### config.mk
export PLATFORM = sky130hd
export DESIGN_NAME = unidade_controle_flat
export DESIGN_NICKNAME = d
export VERILOG_FILES = /design/src/rtl/unidade_controle_if.sv /design/src/rtl/unidade_controle.sv /design/src/flat_wrapper.sv
export SDC_FILE = /design/constraint.sdc
export NUM_CORES = 1
export LEC_CHECK = 0
export CAP_MARGIN = 15
export CORE_AREA = 2 2 39 41
export DETAILED_ROUTE_END_ITERATION = 12
export DIE_AREA = 0 0 41 43
export SYNTH_ARGS = -nofsm -noshare
export SYNTH_HDL_FRONTEND = slang
export SYNTH_SLANG_ARGS = --single-unit
### constraint.sdc
create_clock -name clock -period 3.03 [get_ports clock]
set_input_delay 0.303 -clock clock [delete_from_list [all_inputs] [get_ports clock]]
set_output_delay 0.303 -clock clock [all_outputs]
set_load 0.02 [all_outputs]
### src/rtl/unidade_controle_if.sv
// Handshake bundle between the game control FSM and the rest of the system.
// The FSM side (slave) takes the status inputs and drives the control strobes.
// The system side (master) is the datapath or a testbench.
//   status : iniciar, indice_pronto, jogada_feita, botaoIgualMemoria, rodadaIgualFinal
//   control: zeraA/Rod/R/M/I, registraR/M, contaA/Rod/I, pronto, timeout, db_estado[3:0]
interface unidade_controle_if;
    logic       iniciar;
    logic       indice_pronto;
    logic       jogada_feita;
    logic       botaoIgualMemoria;
    logic       rodadaIgualFinal;

    logic       zeraA, zeraRod, zeraR, zeraM, zeraI;
    logic       registraR, registraM;
    logic       contaA, contaRod, contaI;
    logic       pronto;
    logic       timeout;
    logic [3:0] db_estado;

    modport master (
        output iniciar, indice_pronto, jogada_feita, botaoIgualMemoria, rodadaIgualFinal,
        input  zeraA, zeraRod, zeraR, zeraM, zeraI, registraR, registraM,
        input  contaA, contaRod, contaI, pronto, timeout, db_estado
    );

    modport slave (
        input  iniciar, indice_pronto, jogada_feita, botaoIgualMemoria, rodadaIgualFinal,
        output zeraA, zeraRod, zeraR, zeraM, zeraI, registraR, registraM,
        output contaA, contaRod, contaI, pronto, timeout, db_estado
    );
endinterface

### src/rtl/unidade_controle.sv
// Moore control FSM for the memory game: clears the datapath, waits for an
// index permutation, waits for a move, compares it, counts hits and rounds,
// and signals the end of the game.
// Ports:
//   clock - rising-edge system clock
//   reset - asynchronous, active-high; forces inicial and clears the move timer
//   bus   - unidade_controle_if.slave (status inputs, control strobes, db_estado)
// Parameter TIMEOUT_CICLOS: clock cycles allowed per move in espera_jogada.
// Macro MINDFOCUS_TIMEOUT_EN: when defined, a move timer sends an expired move
// to estouro (counted as a miss); when undefined, espera_jogada waits forever,
// timeout stays 0 and encoding 11 behaves as an unused code.
module unidade_controle #(
    parameter int TIMEOUT_CICLOS = 5000
) (
    input logic            clock,
    input logic            reset,
    unidade_controle_if.slave bus
);

    typedef enum logic [3:0] {
        INICIAL          = 4'd0,
        PREPARACAO       = 4'd1,
        ESPERA_INDICES   = 4'd2,
        REGISTRA_INDICES = 4'd3,
        ESPERA_JOGADA    = 4'd4,
        REGISTRA_JOGADA  = 4'd5,
        COMPARA          = 4'd6,
        ACERTO           = 4'd7,
        PROXIMA_RODADA   = 4'd8,
        VERIFICA_FIM     = 4'd9,
        FIM              = 4'd10,
        ESTOURO          = 4'd11
    } state_t;

    state_t state_q, state_d;

    always_ff @(posedge clock or posedge reset) begin
        if (reset) state_q <= INICIAL;
        else       state_q <= state_d;
    end

`ifdef MINDFOCUS_TIMEOUT_EN
    localparam int TW = (TIMEOUT_CICLOS > 1) ? $clog2(TIMEOUT_CICLOS) : 1;

    logic [TW-1:0] timer;
    logic          expirou;

    // Held at zero outside espera_jogada, so every entry starts from 0.
    always_ff @(posedge clock or posedge reset) begin
        if (reset)                         timer <= '0;
        else if (state_q != ESPERA_JOGADA) timer <= '0;
        else                               timer <= timer + TW'(1);
    end

    assign expirou = (timer == TW'(TIMEOUT_CICLOS - 1));
`else
    logic unused_cfg;
    assign unused_cfg = (TIMEOUT_CICLOS != 0);
`endif

    always_comb begin
        state_d = state_q;
        case (state_q)
            INICIAL:          if (bus.iniciar) state_d = PREPARACAO;
            PREPARACAO:       state_d = ESPERA_INDICES;
            ESPERA_INDICES:   if (bus.indice_pronto) state_d = REGISTRA_INDICES;
            REGISTRA_INDICES: state_d = ESPERA_JOGADA;
            ESPERA_JOGADA: begin
                // A move arriving in the expiry cycle still wins.
                if (bus.jogada_feita) state_d = REGISTRA_JOGADA;
`ifdef MINDFOCUS_TIMEOUT_EN
                else if (expirou)     state_d = ESTOURO;
`endif
            end
            REGISTRA_JOGADA:  state_d = COMPARA;
            COMPARA:          state_d = bus.botaoIgualMemoria ? ACERTO : PROXIMA_RODADA;
            ACERTO:           state_d = PROXIMA_RODADA;
            PROXIMA_RODADA:   state_d = VERIFICA_FIM;
            // Sampled one cycle after contaRod so the updated round count is seen.
            VERIFICA_FIM:     state_d = bus.rodadaIgualFinal ? FIM : ESPERA_INDICES;
            FIM:              if (bus.iniciar) state_d = PREPARACAO;
`ifdef MINDFOCUS_TIMEOUT_EN
            ESTOURO:          state_d = PROXIMA_RODADA;
`endif
            default:          state_d = INICIAL;
        endcase
    end

    // Moore outputs: decoded from state_q only.
    always_comb begin
        bus.zeraA     = 1'b0;
        bus.zeraRod   = 1'b0;
        bus.zeraR     = 1'b0;
        bus.zeraM     = 1'b0;
        bus.zeraI     = 1'b0;
        bus.registraR = 1'b0;
        bus.registraM = 1'b0;
        bus.contaA    = 1'b0;
        bus.contaRod  = 1'b0;
        bus.contaI    = 1'b0;
        bus.pronto    = 1'b0;
        bus.timeout   = 1'b0;
        case (state_q)
            PREPARACAO: begin
                bus.zeraA   = 1'b1;
                bus.zeraRod = 1'b1;
                bus.zeraR   = 1'b1;
                bus.zeraM   = 1'b1;
                bus.zeraI   = 1'b1;
            end
            ESPERA_INDICES:   bus.contaI    = 1'b1;
            REGISTRA_INDICES: bus.registraM = 1'b1;
            ESPERA_JOGADA:    bus.contaI    = 1'b1;
            REGISTRA_JOGADA:  bus.registraR = 1'b1;
            ACERTO:           bus.contaA    = 1'b1;
            PROXIMA_RODADA:   bus.contaRod  = 1'b1;
            FIM:              bus.pronto    = 1'b1;
`ifdef MINDFOCUS_TIMEOUT_EN
            ESTOURO:          bus.timeout   = 1'b1;
`endif
            default: ;
        endcase
    end

    assign bus.db_estado = state_q;

endmodule

### src/flat_wrapper.sv
// flat-port wrapper written by rule: the top's interface ports become plain ports
module unidade_controle_flat 
#(
    parameter int TIMEOUT_CICLOS = 5000
)
  (clock, reset, bus_iniciar, bus_indice_pronto, bus_jogada_feita, bus_botaoIgualMemoria, bus_rodadaIgualFinal, bus_zeraA, bus_zeraRod, bus_zeraR, bus_zeraM, bus_zeraI, bus_registraR, bus_registraM, bus_contaA, bus_contaRod, bus_contaI, bus_pronto, bus_timeout, bus_db_estado);
  unidade_controle_if bus_i ();
  input logic clock;
  input logic reset;
  input wire logic [$bits(bus_i.iniciar)-1:0] bus_iniciar;
  input wire logic [$bits(bus_i.indice_pronto)-1:0] bus_indice_pronto;
  input wire logic [$bits(bus_i.jogada_feita)-1:0] bus_jogada_feita;
  input wire logic [$bits(bus_i.botaoIgualMemoria)-1:0] bus_botaoIgualMemoria;
  input wire logic [$bits(bus_i.rodadaIgualFinal)-1:0] bus_rodadaIgualFinal;
  output wire logic [$bits(bus_i.zeraA)-1:0] bus_zeraA;
  output wire logic [$bits(bus_i.zeraRod)-1:0] bus_zeraRod;
  output wire logic [$bits(bus_i.zeraR)-1:0] bus_zeraR;
  output wire logic [$bits(bus_i.zeraM)-1:0] bus_zeraM;
  output wire logic [$bits(bus_i.zeraI)-1:0] bus_zeraI;
  output wire logic [$bits(bus_i.registraR)-1:0] bus_registraR;
  output wire logic [$bits(bus_i.registraM)-1:0] bus_registraM;
  output wire logic [$bits(bus_i.contaA)-1:0] bus_contaA;
  output wire logic [$bits(bus_i.contaRod)-1:0] bus_contaRod;
  output wire logic [$bits(bus_i.contaI)-1:0] bus_contaI;
  output wire logic [$bits(bus_i.pronto)-1:0] bus_pronto;
  output wire logic [$bits(bus_i.timeout)-1:0] bus_timeout;
  output wire logic [$bits(bus_i.db_estado)-1:0] bus_db_estado;
  assign bus_i.iniciar = bus_iniciar;
  assign bus_i.indice_pronto = bus_indice_pronto;
  assign bus_i.jogada_feita = bus_jogada_feita;
  assign bus_i.botaoIgualMemoria = bus_botaoIgualMemoria;
  assign bus_i.rodadaIgualFinal = bus_rodadaIgualFinal;
  assign bus_zeraA = bus_i.zeraA;
  assign bus_zeraRod = bus_i.zeraRod;
  assign bus_zeraR = bus_i.zeraR;
  assign bus_zeraM = bus_i.zeraM;
  assign bus_zeraI = bus_i.zeraI;
  assign bus_registraR = bus_i.registraR;
  assign bus_registraM = bus_i.registraM;
  assign bus_contaA = bus_i.contaA;
  assign bus_contaRod = bus_i.contaRod;
  assign bus_contaI = bus_i.contaI;
  assign bus_pronto = bus_i.pronto;
  assign bus_timeout = bus_i.timeout;
  assign bus_db_estado = bus_i.db_estado;
  unidade_controle #(.TIMEOUT_CICLOS(TIMEOUT_CICLOS)) u_core (.clock(clock), .reset(reset), .bus(bus_i));
endmodule
# Word-level counts from Yosys, hierarchy flattened
# Cells that the tools add are included.
[word_totals]
ff_bits = 4
in_bits = 7
out_inout_bits = 16
elab_cells = 31
[op_classes]
eq_ne = 13
n_mux = 13
n_reduce_logical = 4
[op_table]
columns = ["operator", "n"]
rows = [
  ["4-bit one-hot mux with 10 select lines", 1],
  ["4-bit two-way mux", 5],
  ["4-bit by 3-bit == test with 1-bit output, second input constant", 4],
  ["4-bit == test, second input constant", 3],
  ["4-bit by 2-bit == test with 1-bit output, second input constant", 2],
  ["1-bit two-way mux", 7],
  ["4-bit by 1-bit == test with 1-bit output, second input constant", 1],
  ["4-bit logical NOT", 1],
  ["2-bit inequality test, second input constant", 2],
  ["2-bit OR reduction", 2],
  ["3-bit AND reduction", 1],
  ["2-bit by 1-bit inequality test with 1-bit output, second input constant", 1],
]

# Longest topological paths before layout
[depth]
ltp_word = 4
mapped_depth = 5

# Least setup slack after synthesis
# No wires, ideal clock.
[synth_timing]
kind = "reg2out"
start = "reg u_core.state_q[3], in the netlist u_core.bus.db_estado[3]"
end = "out bus_zeraI"
arrival_time_ns = 1.748
setup_slack_ns = 0.979
path_stages_with_launch = 5
n_path_buf = 2
cell_sequence = "dfrtp_1 > buf_2 > nand2b_1 > nor3_1 > buf_4"
[synth_via]
elab_chain_cells = 2
[synth_rtl]
columns = ["item", "line", "text"]
rows = [
  ["start, declared", "unidade_controle.sv:35", "state_t state_q, state_d;"],
  ["start signal, assigned", "unidade_controle.sv:39", "else state_q <= state_d;"],
  ["4-bit by 1-bit == test with 1-bit output", "n/a", ""],
  ["1-bit two-way mux", "n/a", ""],
  ["end, declared", "flat_wrapper.sv:19", "output wire logic [$bits(bus_i.zeraI)-1:0] bus_zeraI;"],
]
# No other way between the ends.

# Final worst setup path
[layout_timing]
start = "reg u_core.state_q[3], in the netlist u_core.bus.db_estado[3]"
end = "out bus_zeraA"
[layout_via]
elab_chain_cells = 2
[layout_rtl]
columns = ["item", "line", "text"]
rows = [
  ["4-bit by 1-bit == test with 1-bit output", "unidade_controle.sv:103", "case (state_q)"],
  ["1-bit two-way mux", "unidade_controle.sv:103", ""],
  ["end, declared", "flat_wrapper.sv:15", "output wire logic [$bits(bus_i.zeraA)-1:0] bus_zeraA;"],
]
# No other way between the ends.

==> summary.txt <==
status - completed
TritonCTS clock tree - done
largest net degree at the start of global routing - 17
Cells after Synth - 52
area of the multi-input gates - 227.7 sq um
post-DP HPWL - 626.1 microns
# resized after CTS - 0
top post-synthesis cells by area - dfrtp_1 26%, nand2b_1 11%, buf_4 9.6%, buf_2 5.1%, nor2b_1 4.8%
core footprint - 0.001384 sq mm
via/cell ratio - 4.518
fin. max-slew vios - 0
Post-Synthesis Net Count - 59
# diodes - 0
Critical Path, Cell by Cell - nand2b_1 > nor3_1 > clkdlybuf4s50_1
Synth area leader - dfrtp_1
Global Route Usage Sum - 12.58%
row count - 14
Largest register FFs - 4
gpl congestion - 0.7518
DRT antenna net count - 0
CP max stage delay - 0.70 ns
Avg Synthesized Cell Area - 7.483 sq um
Critical Path Sink Type - output pin
yosys warns - 0
worst r2r dst - u_core.bus.db_estado[1]
post-cts hold buffer count - 0
R2R setup slack - 1.37 ns
Syn-to-layout area delta - 50.16%
Clk pwr share - 10.2%
Post-synth ARST share - 100.0%
most frequent cells after synthesis - 7 x nand2b_1, 5 x buf_4
fin crit period - 2.333 ns
sequential area share after synthesis - 25.72%
CTS root buf - clkbuf_4
Netlist cell types - 24
via count - 375
CP Launch Type - register
WL per Instance - 10.66 microns
Clock transition at path regs - 0.04 ns
FMAX - 0.4286 GHz
Die Wd - 41 microns
total number of H-tree levels - 1
# IOs - 23
area share of the leading cell type in the synthesized netlist - 25.72%
Post-Route WL - 885 microns
Reg2Reg Launch Point - u_core.bus.db_estado[1]
Final Hold Fails - 0
count leader, synth - nand2b_1
vias in the first global route - 349
clk sinks - 4
Post-synth top flop - dfrtp_1
Post-synth EDFFs - 0
global-route wire length before repair - 1428 microns
Yosys reg bits - 4
Die Ht - 43 microns
Clock Skew - 0.002076 ns
class of the most critical setup path - register to output pin
IO buf count - 21
Reg area - 100.1 sq um
R2R cell count - 4
logic gate share of total power - 65.3%
Final period util - 77.01%
Final Non-Filler Cells - 83
Nets - 76
Initial DRC Count - 2
DR pass1 iterations - 4
Pint - 341.0 uW
total grt overflow - 0
Final setup viols - 0
worst vdd ir - 0.4254 mV
max_cap viols - 0
post-CTS setup buffer count - 0
Worst Path Required - 2.73 ns
Net Switching - 293.8 uW
Sw Share - 46.28%
worst hold path class - input port to async pin
Die ar. - 0.001763 sq mm
Critical Path AT - 2.03 ns
placed insts - 80
Critical Path Fanout Max - 12
Post-route DRC - 0
layout cells sized above 1 - 5.970%
Lkg Pwr - 0.2327 nW
RSZ-0062 raised after global routing - false
initial antenna violation count - 0
worst skew pair latency - 0.23 ns
PwrDens - 1086 mW/mm^2
synthesized area - 389.1 sq um
fillers - 158
CTS Buf Count - 3
setup TNS - 0 ns
part of the power in registers - 24.5%
Initial Util - 28.12%
CP max stage cell - clkdlybuf4s50_1
clock buffer depth - 2
==> power groups by stage <==
| stage | logic, mW | clock network (mW) | registers [mW] |
|---|---|---|---|
| 4_1_cts | 0.420 | 0.0685 | 0.156 |
| 5_1_grt | 0.452 | 0.0770 | 0.163 |
| 3_3_place_gp | 0.418 | 0 | 0.155 |
| 3_5_place_dp | 0.420 | 0 | 0.157 |
| 6_report | 0.414 | 0.0648 | 0.156 |
| 2_1_floorplan | 0.311 | 0 | 0.128 |
==> worst max-delay path by stage <==
stage	endpoint	from	slack, ns	depth (start not counted)
floorplan	bus_zeraI	u_core.bus.db_estado[3]	0.98	4
global placement	bus_zeraA	u_core.bus.db_estado[3]	1.0	3
detailed placement	bus_zeraA	u_core.bus.db_estado[3]	0.92	3
CTS	bus_zeraA	u_core.bus.db_estado[3]	0.67	3
global route	bus_zeraA	u_core.bus.db_estado[3]	0.53	3
finish	bus_zeraA	u_core.bus.db_estado[3]	0.70	3
==> metal layers <==
layer / wire length, microns / track usage (%) / part of all wire (%) / vias to the layer above
li1: - / - / - / 198
met1: 386 / 13.92 / 44 / 163
met2: 423 / 17.81 / 48 / 14
met3: 75 / 8.377 / 8.5 / 0
met4: 0 / 6.000 / 0 / 0
met5: 0 / 0 / 0 / -
==> through the flow <==
| step | cell area [sq um] | util, % | worst slack, ns | power, mW | hold slack (ns) |
|---|---|---|---|---|---|
| after global placement | 561.8 | 40.60 | 0.9959 | 0.5727 | 0.4941 |
| final | 584.3 | 42.22 | 0.6966 | 0.6348 | 0.2497 |
| after global routing | 584.3 | 42.22 | 0.5305 | 0.6920 | 0.2691 |
| after floorplan | 389.1 | - | 0.9789 | 0.4382 | 0.06908 |
| after CTS | 584.3 | 42.22 | 0.6691 | 0.6451 | 0.2440 |
| after detailed placement | 561.8 | 40.60 | 0.9211 | 0.5764 | 0.4953 |
==> cell type report <==
cell class                 instances  share of cell area, %
timing repair buffer              21                  35.97
tap                               16                  3.426
clock buffer                       3                  3.854
multi-input combinational         38                  38.97
sequential                         4                  17.13
inverter                           1                 0.6424
==> layout by cell type (no fill, tap or decap) <==
cell type / Yosys / layout
a21boi_0: 1 / 1
nand3b_1: 1 / 1
inv_1: 1 / 1
nor4_1: 1 / 1
nor3_1: 3 / 3
mux2_4: 1 / 1
nand2_1: 4 / 4
o22ai_1: 1 / 1
nand2b_1: 7 / 7
o21ai_0: 1 / 1
o211ai_1: 1 / 1
and4b_1: 1 / 1
dfrtp_1: 4 / 4
nor2b_1: 3 / 3
xor2_1: 1 / 1
nand3_1: 2 / 2
clkdlybuf4s50_1: 0 / 21
conb_1: 1 / 1
nor3b_1: 1 / 1
a21o_1: 1 / 1
nor2_1: 4 / 4
clkbuf_4: 0 / 3
a21oi_1: 2 / 2
o21a_1: 1 / 1
==> critical path: cells and delay by family, from the launching register on <==
kind,cells,cell delay [ns]
flip-flops,1,0.49
AND/OR/NAND/NOR,2,0.60
buffers and inverters,1,0.70
==> logic make-up after synthesis <==
logic type             count (synthesis)  synth area share, %
XOR/XNOR                               1                2.251
buffers and inverters                 10                15.76
flip-flops                             4                25.72
AO/OA/AOI/OAI                          8                13.19
other                                  1               0.9637
AND/OR/NAND/NOR                       27                38.26
multiplexers                           1                3.857
Power figures use the tool's default switching activity.
